--- src/rtl/ov7670_capture444.sv ---
// OV7670 RGB444 capture: pairs camera bytes into 12-bit pixels and writes them
// in raster order to a frame buffer. Ports: clk25/reset, capture_en, cam_* in; frame_* and status out.
module ov7670_capture444 #(
  parameter int H_PIX  = 320,
  parameter int V_PIX  = 240,
  parameter int ADDR_W = 17
) (
  input  logic              clk25,
  input  logic              reset,
  input  logic              capture_en,
  input  logic              cam_pclk,
  input  logic              cam_vsync,
  input  logic              cam_href,
  input  logic [7:0]        cam_data,
  output logic              frame_we,
  output logic [ADDR_W-1:0] frame_addr,
  output logic [15:0]       frame_wdata,
  output logic              frame_done,
  output logic [7:0]        line_count,
  output logic              err_overflow,
  output logic              err_line
);

  localparam logic [ADDR_W:0]   TOTAL  = (ADDR_W+1)'(H_PIX * V_PIX);
  localparam logic [ADDR_W-1:0] LAST_A = ADDR_W'(H_PIX * V_PIX - 1);
  localparam logic [11:0]       LINE_B = 12'(2 * H_PIX);

  typedef enum logic [2:0] {
    WAIT_VS,
    VS_HIGH,
    ARMED,
    BYTE_HI,
    BYTE_LO,
    END_FRAME
  } state_t;

  state_t            state_q;
  logic              s1_pclk_q, s2_pclk_q, s3_pclk_q;
  logic              s1_vs_q, s2_vs_q;
  logic              s1_href_q, s2_href_q;
  logic [7:0]        s1_data_q, s2_data_q;
  logic              cap_q;
  logic [3:0]        hi_q;
  logic [11:0]       byte_cnt_q;
  logic [7:0]        line_cnt_q;
  logic [ADDR_W:0]   pix_cnt_q;
  logic [ADDR_W-1:0] addr_q;
  logic              we_q;
  logic [15:0]       wdata_q;
  logic              done_q;
  logic [7:0]        lcount_q;
  logic              err_ov_q;
  logic              err_ln_q;

  logic        pe;
  logic [11:0] byte_cnt_d;
  logic [7:0]  line_cnt_d;
  logic        line_bad;

  assign pe = s2_pclk_q & ~s3_pclk_q;

  // Saturating counters so a runaway line or frame cannot wrap.
  assign byte_cnt_d = (&byte_cnt_q) ? byte_cnt_q : byte_cnt_q + 12'd1;
  assign line_cnt_d = (&line_cnt_q) ? line_cnt_q : line_cnt_q + 8'd1;
  assign line_bad   = byte_cnt_q != LINE_B;

  always_ff @(posedge clk25) begin
    if (reset) begin
      state_q    <= WAIT_VS;
      s1_pclk_q  <= 1'b0;
      s2_pclk_q  <= 1'b0;
      s3_pclk_q  <= 1'b0;
      s1_vs_q    <= 1'b0;
      s2_vs_q    <= 1'b0;
      s1_href_q  <= 1'b0;
      s2_href_q  <= 1'b0;
      s1_data_q  <= '0;
      s2_data_q  <= '0;
      cap_q      <= 1'b0;
      hi_q       <= '0;
      byte_cnt_q <= '0;
      line_cnt_q <= '0;
      pix_cnt_q  <= '0;
      addr_q     <= '0;
      we_q       <= 1'b0;
      wdata_q    <= '0;
      done_q     <= 1'b0;
      lcount_q   <= '0;
      err_ov_q   <= 1'b0;
      err_ln_q   <= 1'b0;
    end else begin
      s1_pclk_q <= cam_pclk;
      s2_pclk_q <= s1_pclk_q;
      s3_pclk_q <= s2_pclk_q;
      s1_vs_q   <= cam_vsync;
      s2_vs_q   <= s1_vs_q;
      s1_href_q <= cam_href;
      s2_href_q <= s1_href_q;
      s1_data_q <= cam_data;
      s2_data_q <= s1_data_q;
      we_q      <= 1'b0;
      done_q    <= 1'b0;

      // Address advances only after a real write; it parks on the last
      // location while pix_cnt_q keeps tracking overflow.
      if (we_q) begin
        pix_cnt_q <= pix_cnt_q + 1'b1;
        if (addr_q != LAST_A) addr_q <= addr_q + 1'b1;
      end

      unique case (state_q)
        WAIT_VS: begin
          if (pe && s2_vs_q) state_q <= VS_HIGH;
        end
        VS_HIGH: begin
          if (pe && !s2_vs_q) begin
            addr_q     <= '0;
            pix_cnt_q  <= '0;
            line_cnt_q <= '0;
            err_ov_q   <= 1'b0;
            err_ln_q   <= 1'b0;
            cap_q      <= capture_en;
            state_q    <= ARMED;
          end
        end
        ARMED: begin
          if (pe) begin
            if (s2_vs_q) begin
              state_q <= END_FRAME;
            end else if (s2_href_q) begin
              hi_q       <= s2_data_q[3:0];
              byte_cnt_q <= 12'd1;
              state_q    <= BYTE_HI;
            end
          end
        end
        BYTE_HI: begin
          if (pe) begin
            if (s2_href_q) begin
              byte_cnt_q <= byte_cnt_d;
              if (cap_q) begin
                if (pix_cnt_q < TOTAL) begin
                  we_q    <= 1'b1;
                  wdata_q <= {4'b0, hi_q, s2_data_q};
                end else begin
                  err_ov_q <= 1'b1;
                end
              end
              state_q <= s2_vs_q ? END_FRAME : BYTE_LO;
            end else begin
              // Odd-length line: the dangling high byte is dropped.
              line_cnt_q <= line_cnt_d;
              if (line_bad) err_ln_q <= 1'b1;
              state_q <= s2_vs_q ? END_FRAME : ARMED;
            end
          end
        end
        BYTE_LO: begin
          if (pe) begin
            if (s2_href_q) begin
              byte_cnt_q <= byte_cnt_d;
              hi_q       <= s2_data_q[3:0];
              state_q    <= s2_vs_q ? END_FRAME : BYTE_HI;
            end else begin
              line_cnt_q <= line_cnt_d;
              if (line_bad) err_ln_q <= 1'b1;
              state_q <= s2_vs_q ? END_FRAME : ARMED;
            end
          end
        end
        END_FRAME: begin
          done_q   <= 1'b1;
          lcount_q <= line_cnt_q;
          state_q  <= VS_HIGH;
        end
        default: state_q <= WAIT_VS;
      endcase
    end
  end

  assign frame_we     = we_q;
  assign frame_addr   = addr_q;
  assign frame_wdata  = wdata_q;
  assign frame_done   = done_q;
  assign line_count   = lcount_q;
  assign err_overflow = err_ov_q;
  assign err_line     = err_ln_q;

endmodule

--- config.mk ---
export PLATFORM = sky130hd
export DESIGN_NAME = ov7670_capture444
export DESIGN_NICKNAME = d
export VERILOG_FILES = /design/src/rtl/ov7670_capture444.sv
export SDC_FILE = /design/constraint.sdc
export NUM_CORES = 1
export LEC_CHECK = 0
export CORE_MARGIN = 5
export CORE_UTILIZATION = 55
export DETAILED_ROUTE_END_ITERATION = 16
export PLACE_DENSITY = 0.9
export SKIP_LAST_GASP = 1
export SYNTH_ARGS = -nofsm -noshare
export SYNTH_HDL_FRONTEND = slang
export SYNTH_SLANG_ARGS = --single-unit
--- constraint.sdc ---
create_clock -name clk25 -period 2.7 [get_ports clk25]
set_input_delay 0.675 -clock clk25 [delete_from_list [all_inputs] [get_ports clk25]]
set_output_delay 0.675 -clock clk25 [all_outputs]
set_load 0.05 [all_outputs]
* Yosys cells after proc, flatten, opt, wreduce, memory -nomap -nowiden
Cells that the tools add are included.
** Word-level totals
- Output and inout bits :: 45
- Input bits :: 14
- Register bits after elaboration :: 110
- Logic and storage cells :: 126
** Operators by class
- Equality and inequality tests :: 24
- Multiplexer cells :: 49
- Add/sub/neg operators :: 4
- Reduce and logical (&&, ||, !) cells :: 20
- Order comparisons :: 1
- Bitwise gates (word level) :: 6
** Operator list (number)
- $mux 12 :: 6
- $mux 17 :: 4
- $mux 18 :: 3
- $mux 3 :: 11
- $mux 8 :: 4
- $ne 2x2->1 const B :: 13
- $pmux 12 s2 :: 1
- $add 18x1->18 const B :: 1
- $lt 18x17->1 const B :: 1
- $pmux 3 s6 :: 1
- $add 17x1->17 const B :: 1
- $ne 17x17->1 const B :: 1
- $mux 4 :: 4
- $pmux 8 s2 :: 1
- $reduce_and 5->1 :: 3
- $add 12x1->12 const B :: 1
- $ne 12x10->1 const B :: 1
- $reduce_and 12->1 :: 1
- $reduce_and 6->1 :: 2
- $mux 1 :: 11
- $add 8x1->8 const B :: 1
- $pmux 4 s2 :: 1
- $reduce_and 8->1 :: 1
- $reduce_bool 2->1 :: 4
- other kinds (16) :: 26

* Longest topological paths before layout
- Word-level depth :: 6
- Depth in mapped cells :: 6
- Gate-level depth less buffers :: 6

* Least setup slack after synthesis
OpenSTA, ideal clock, no wires.
- Kind :: register to register
- Start :: register addr_q[6] (netlist: frame_addr[6])
- End :: register addr_q[1] (netlist: frame_addr[1])
- Slack :: 0.553 ns
- Data arrival time :: 2.020 ns
- Data required time :: 2.572 ns
- Setup time :: 0.128 ns
- Path buffers :: 1
- Period minus slack after synthesis :: 2.147 ns
- Stages on the path, launching flop included :: 7
- Path through :: dfxtp_1 -> nand4_1 -> or2_2 -> clkbuf_1 -> o21ai_0 -> mux2i_1 -> nor2_1
** On the way
- Word-level cells in the longest chain between the ends :: 5
** RTL lines
- start: declaration :: line 47 : logic [ADDR_W-1:0] addr_q;
- start signal: assignment :: line 108 : if (addr_q != LAST_A) addr_q <= addr_q + 1'b1;
- $ne 17x17->1 (*) :: line 108
- $mux 17 (*) :: line 108
- $mux 17 (*) :: line 106 : if (we_q) begin
- $mux 17 :: line 116 : if (pe && !s2_vs_q) begin
- $mux 17 (*) :: line 111 : unique case (state_q)
Mark *: on every way between the ends. The rest lies on a longest branch, timed or not.
A chain may end at the register's enable or synchronous reset.

* Worst setup path in the final report
- Start :: register addr_q[6] (netlist: frame_addr[6])
- End :: output frame_addr[6]
** RTL lines
- end: declaration :: line 16 : output logic [ADDR_W-1:0] frame_addr,
No word-level cell between the ends.

==> impl_metrics.yaml <==
clock_network:
  cts-root-buf: "clkbuf_8"
  post_cts.repair.setup_buffers: 0
  cts-htree-levels: 3
  clock_path_buffers: 2
  cts_tree: "built"
  hold_buffers: 0
  post_cts_resized: 0
  clk_pin_slew_worst_paths_ns: 0.10
  clk_latency_ns: 0.37
  cts_buffers: 9
  cts.sinks: 110
sta:
  fin_crit_ns: 2.325
  finalHoldViolations: 0
  setup_viol: 0
  maxSlewViolCount: 0
  tns_ns: 0
  grt_setup_unrepaired: "no"
  post-route-period-util_pct: 86.12
  tightest_slew_ns: 0.7556
  finalWorstSetupSlack_ns: 0.3749
  slew_headroom_pct: 49.24
  hold_slack_ns: 0.4364
  finClkSkew_ns: 0.01033
  max_freq_mhz: 430.1
critical_path:
  required_ns: 2.03
  crit_slowest_cell: "clkdlybuf4s50_1"
  crit_path_cell_trace: "clkdlybuf4s50_1"
  crit_arrival_ns: 1.65
  end_kind: "output port"
  path_delay_family: "buffers and inverters"
  path_class: "reg -> out"
  cp-start-kind: "register"
  max_stage_delay_ns: 0.84
  cp_max_fo: 6
  crit_buf_inv: 1
yosys:
  synth_ff_type: "dfxtp_1"
  postSynth.asyncResetShare_pct: 0
  synth_edf_count: 0
  syn_area_per_cell_um2: 9.057
  netlist_area_mm2: 0.004556
  synth_cell_types: 48
  yosysTopAreaCell: "dfxtp_1"
  yosysWarnings: 0
  ys_seq_area_share_pct: 48.34
  synth_area_leaders: "dfxtp_1 (48%), nor2_1 (7.0%), mux2i_1 (5.9%), nor2b_1 (3.8%), xor2_1 (3.7%)"
  synth_seq_cells: 110
  synth_top_area_share_pct: 48.34
  synthCells: 503
detailed_routing:
  vias: 3614
  wl_per_cell_um: 13.37
  ant_nets: 0
  first_pass_iters: 5
  routed_wl_um: 8865
  first_iter_violations: 183
  detail_route.vias_per_cell: 5.451
  drc_errors: 0
die:
  start_util_pct: 56.01
  std_cell_rows: 33
  die_y_um: 101.0
  fp.dieArea_mm2: 0.01020
  die_x_um: 101.0
  core_mm2: 0.008134
  ioPinCount: 59
cells_and_area:
  layout_commonest_cell: "dfxtp_1"
  fin_nets: 572
  final_area_mm2: 0.005339
  fill_cells: 665
  final_layout_size_suffix_gt1_share_pct: 5.197
  mostFrequentLayoutCells: "dfxtp_1 (110), nor2_1 (85), clkdlybuf4s50_1 (53)"
  syn2layout_area_growth_pct: 17.19
  antennaDiodeCount: 0
placed_design:
  place_ws_ns: 0.5878
  io_buffer_count: 54
  placed_area_mm2: 0.005159
  hpwl_um: 6345
  gp_congestion: 0.8355
power:
  ir_drop_mv: 0.3634
  power_density_mw_per_mm2: 499.3
  p_leak_nw: 1.868
flow_run:
  drv_cap: 0
global_routing:
  antenna_found_initial: 0
  gr-total-overflow: 0
  grt_pass1_wl_um: 15290
  grt_pass1_vias: 3580
  grt_max_degree: 57
  grtUsageTotal_pct: 18.19
worst_hold_path:
  min_path_type: "reg -> reg"
run_status:
  status: "complete, no violations"
==> Yosys cell counts (2+ instances only) <==
cell         n
xor2_1      19
nand3_1     22
and3_1       5
or3_1       10
buf_2        3
xnor2_1     18
clkbuf_1    12
a31oi_1      3
nand4_1     11
a22oi_1      2
nor4b_1      4
nand2b_1     2
mux2i_1     27
a211oi_2     2
a21oi_1     23
and4_1       2
inv_1       14
and2_1       2
o211ai_1     6
nor3_1      10
nor2b_1     28
o21ai_0     14
buf_4        5
ha_1         5
nor4_1       6
nand3b_1     2
nor3b_1      2
o22ai_1      2
o2111ai_1    2
nor2_1      85
nand2_1     29
dfxtp_1    110
==> flip-flops by register name, summed over array words and instances (netlist names), 3 cells and up <==
register,cells
s2_data_q,8
pix_cnt_q,18
hi_q,4
state_q,3
line_count,8
s1_data_q,8
byte_cnt_q,12
frame_addr,17
frame_wdata,12
line_cnt_q,8
==> final timing paths <==
check                           startpoint                         end  slack (ns)  depth (start not counted)
setup reg to reg   state_q[0]$_SDFFE_PP0P_  byte_cnt_q[1]$_SDFFE_PP0P_        0.55                          5
hold reg to reg    s1_data_q[2]$_SDFF_PP0_     s2_data_q[2]$_SDFF_PP0_        0.44                          1
hold / removal     s1_data_q[2]$_SDFF_PP0_     s2_data_q[2]$_SDFF_PP0_        0.44                          1
setup / recovery  frame_addr[6]$_SDFF_PP0_               frame_addr[6]        0.37                          1
==> metal layers <==
metal | GRT usage (%) | routed length (um)
met1 | 21.39 | 3925
met3 | 4.291 | 483
met2 | 31.24 | 4269
met5 | 0 | 0
met4 | 8.487 | 187
==> cell type report <==
class | count | area (um2) | share of cell area, %
timing repair buffer | 58 | 565.5 | 10.59
clock buffer | 9 | 123.9 | 2.320
inverter | 14 | 52.55 | 0.9843
sequential | 110 | 2202 | 41.25
multi-input combinational | 360 | 2207 | 41.34
clock inverter | 7 | 56.30 | 1.055
tap | 105 | 131.4 | 2.461
==> report_power, final <==
group	internal, mW	leakage [nW]	switching [mW]
Sequential	1.64	0.891	0.0153
Combinational	0.0419	0.887	0.0679
Clock	0.347	0.0906	0.554
==> metrics by stage <==
| stage | util (%) | instances | total power, mW |
|---|---|---|---|
| 2_1_floorplan | - | 506 | 1.772 |
| 3_3_place_gp | 63.42 | 647 | 1.797 |
| 3_5_place_dp | 63.42 | 647 | 1.802 |
| 4_1_cts | 65.64 | 663 | 2.693 |
| 5_1_grt | 65.64 | 663 | 2.781 |
| 6_report | 65.64 | 663 | 2.665 |
==> logic make-up (layout without fill, tap and decap cells) <==
family / Yosys count / count (layout) / share of synthesized area (%)
xor gates and xnor gates: 37 / 37 / 7.113
muxes: 28 / 28 / 6.180
adders and majority gates: 5 / 5 / 1.373
DFF: 110 / 110 / 48.34
other: 1 / 4 / 0.08232
and+or+nand+nor: 227 / 227 / 25.02
AOI/OAI and AO/OA: 59 / 59 / 8.239
buffers and inverters: 36 / 88 / 3.653
No activity file was read; power rests on OpenSTA's default activity.
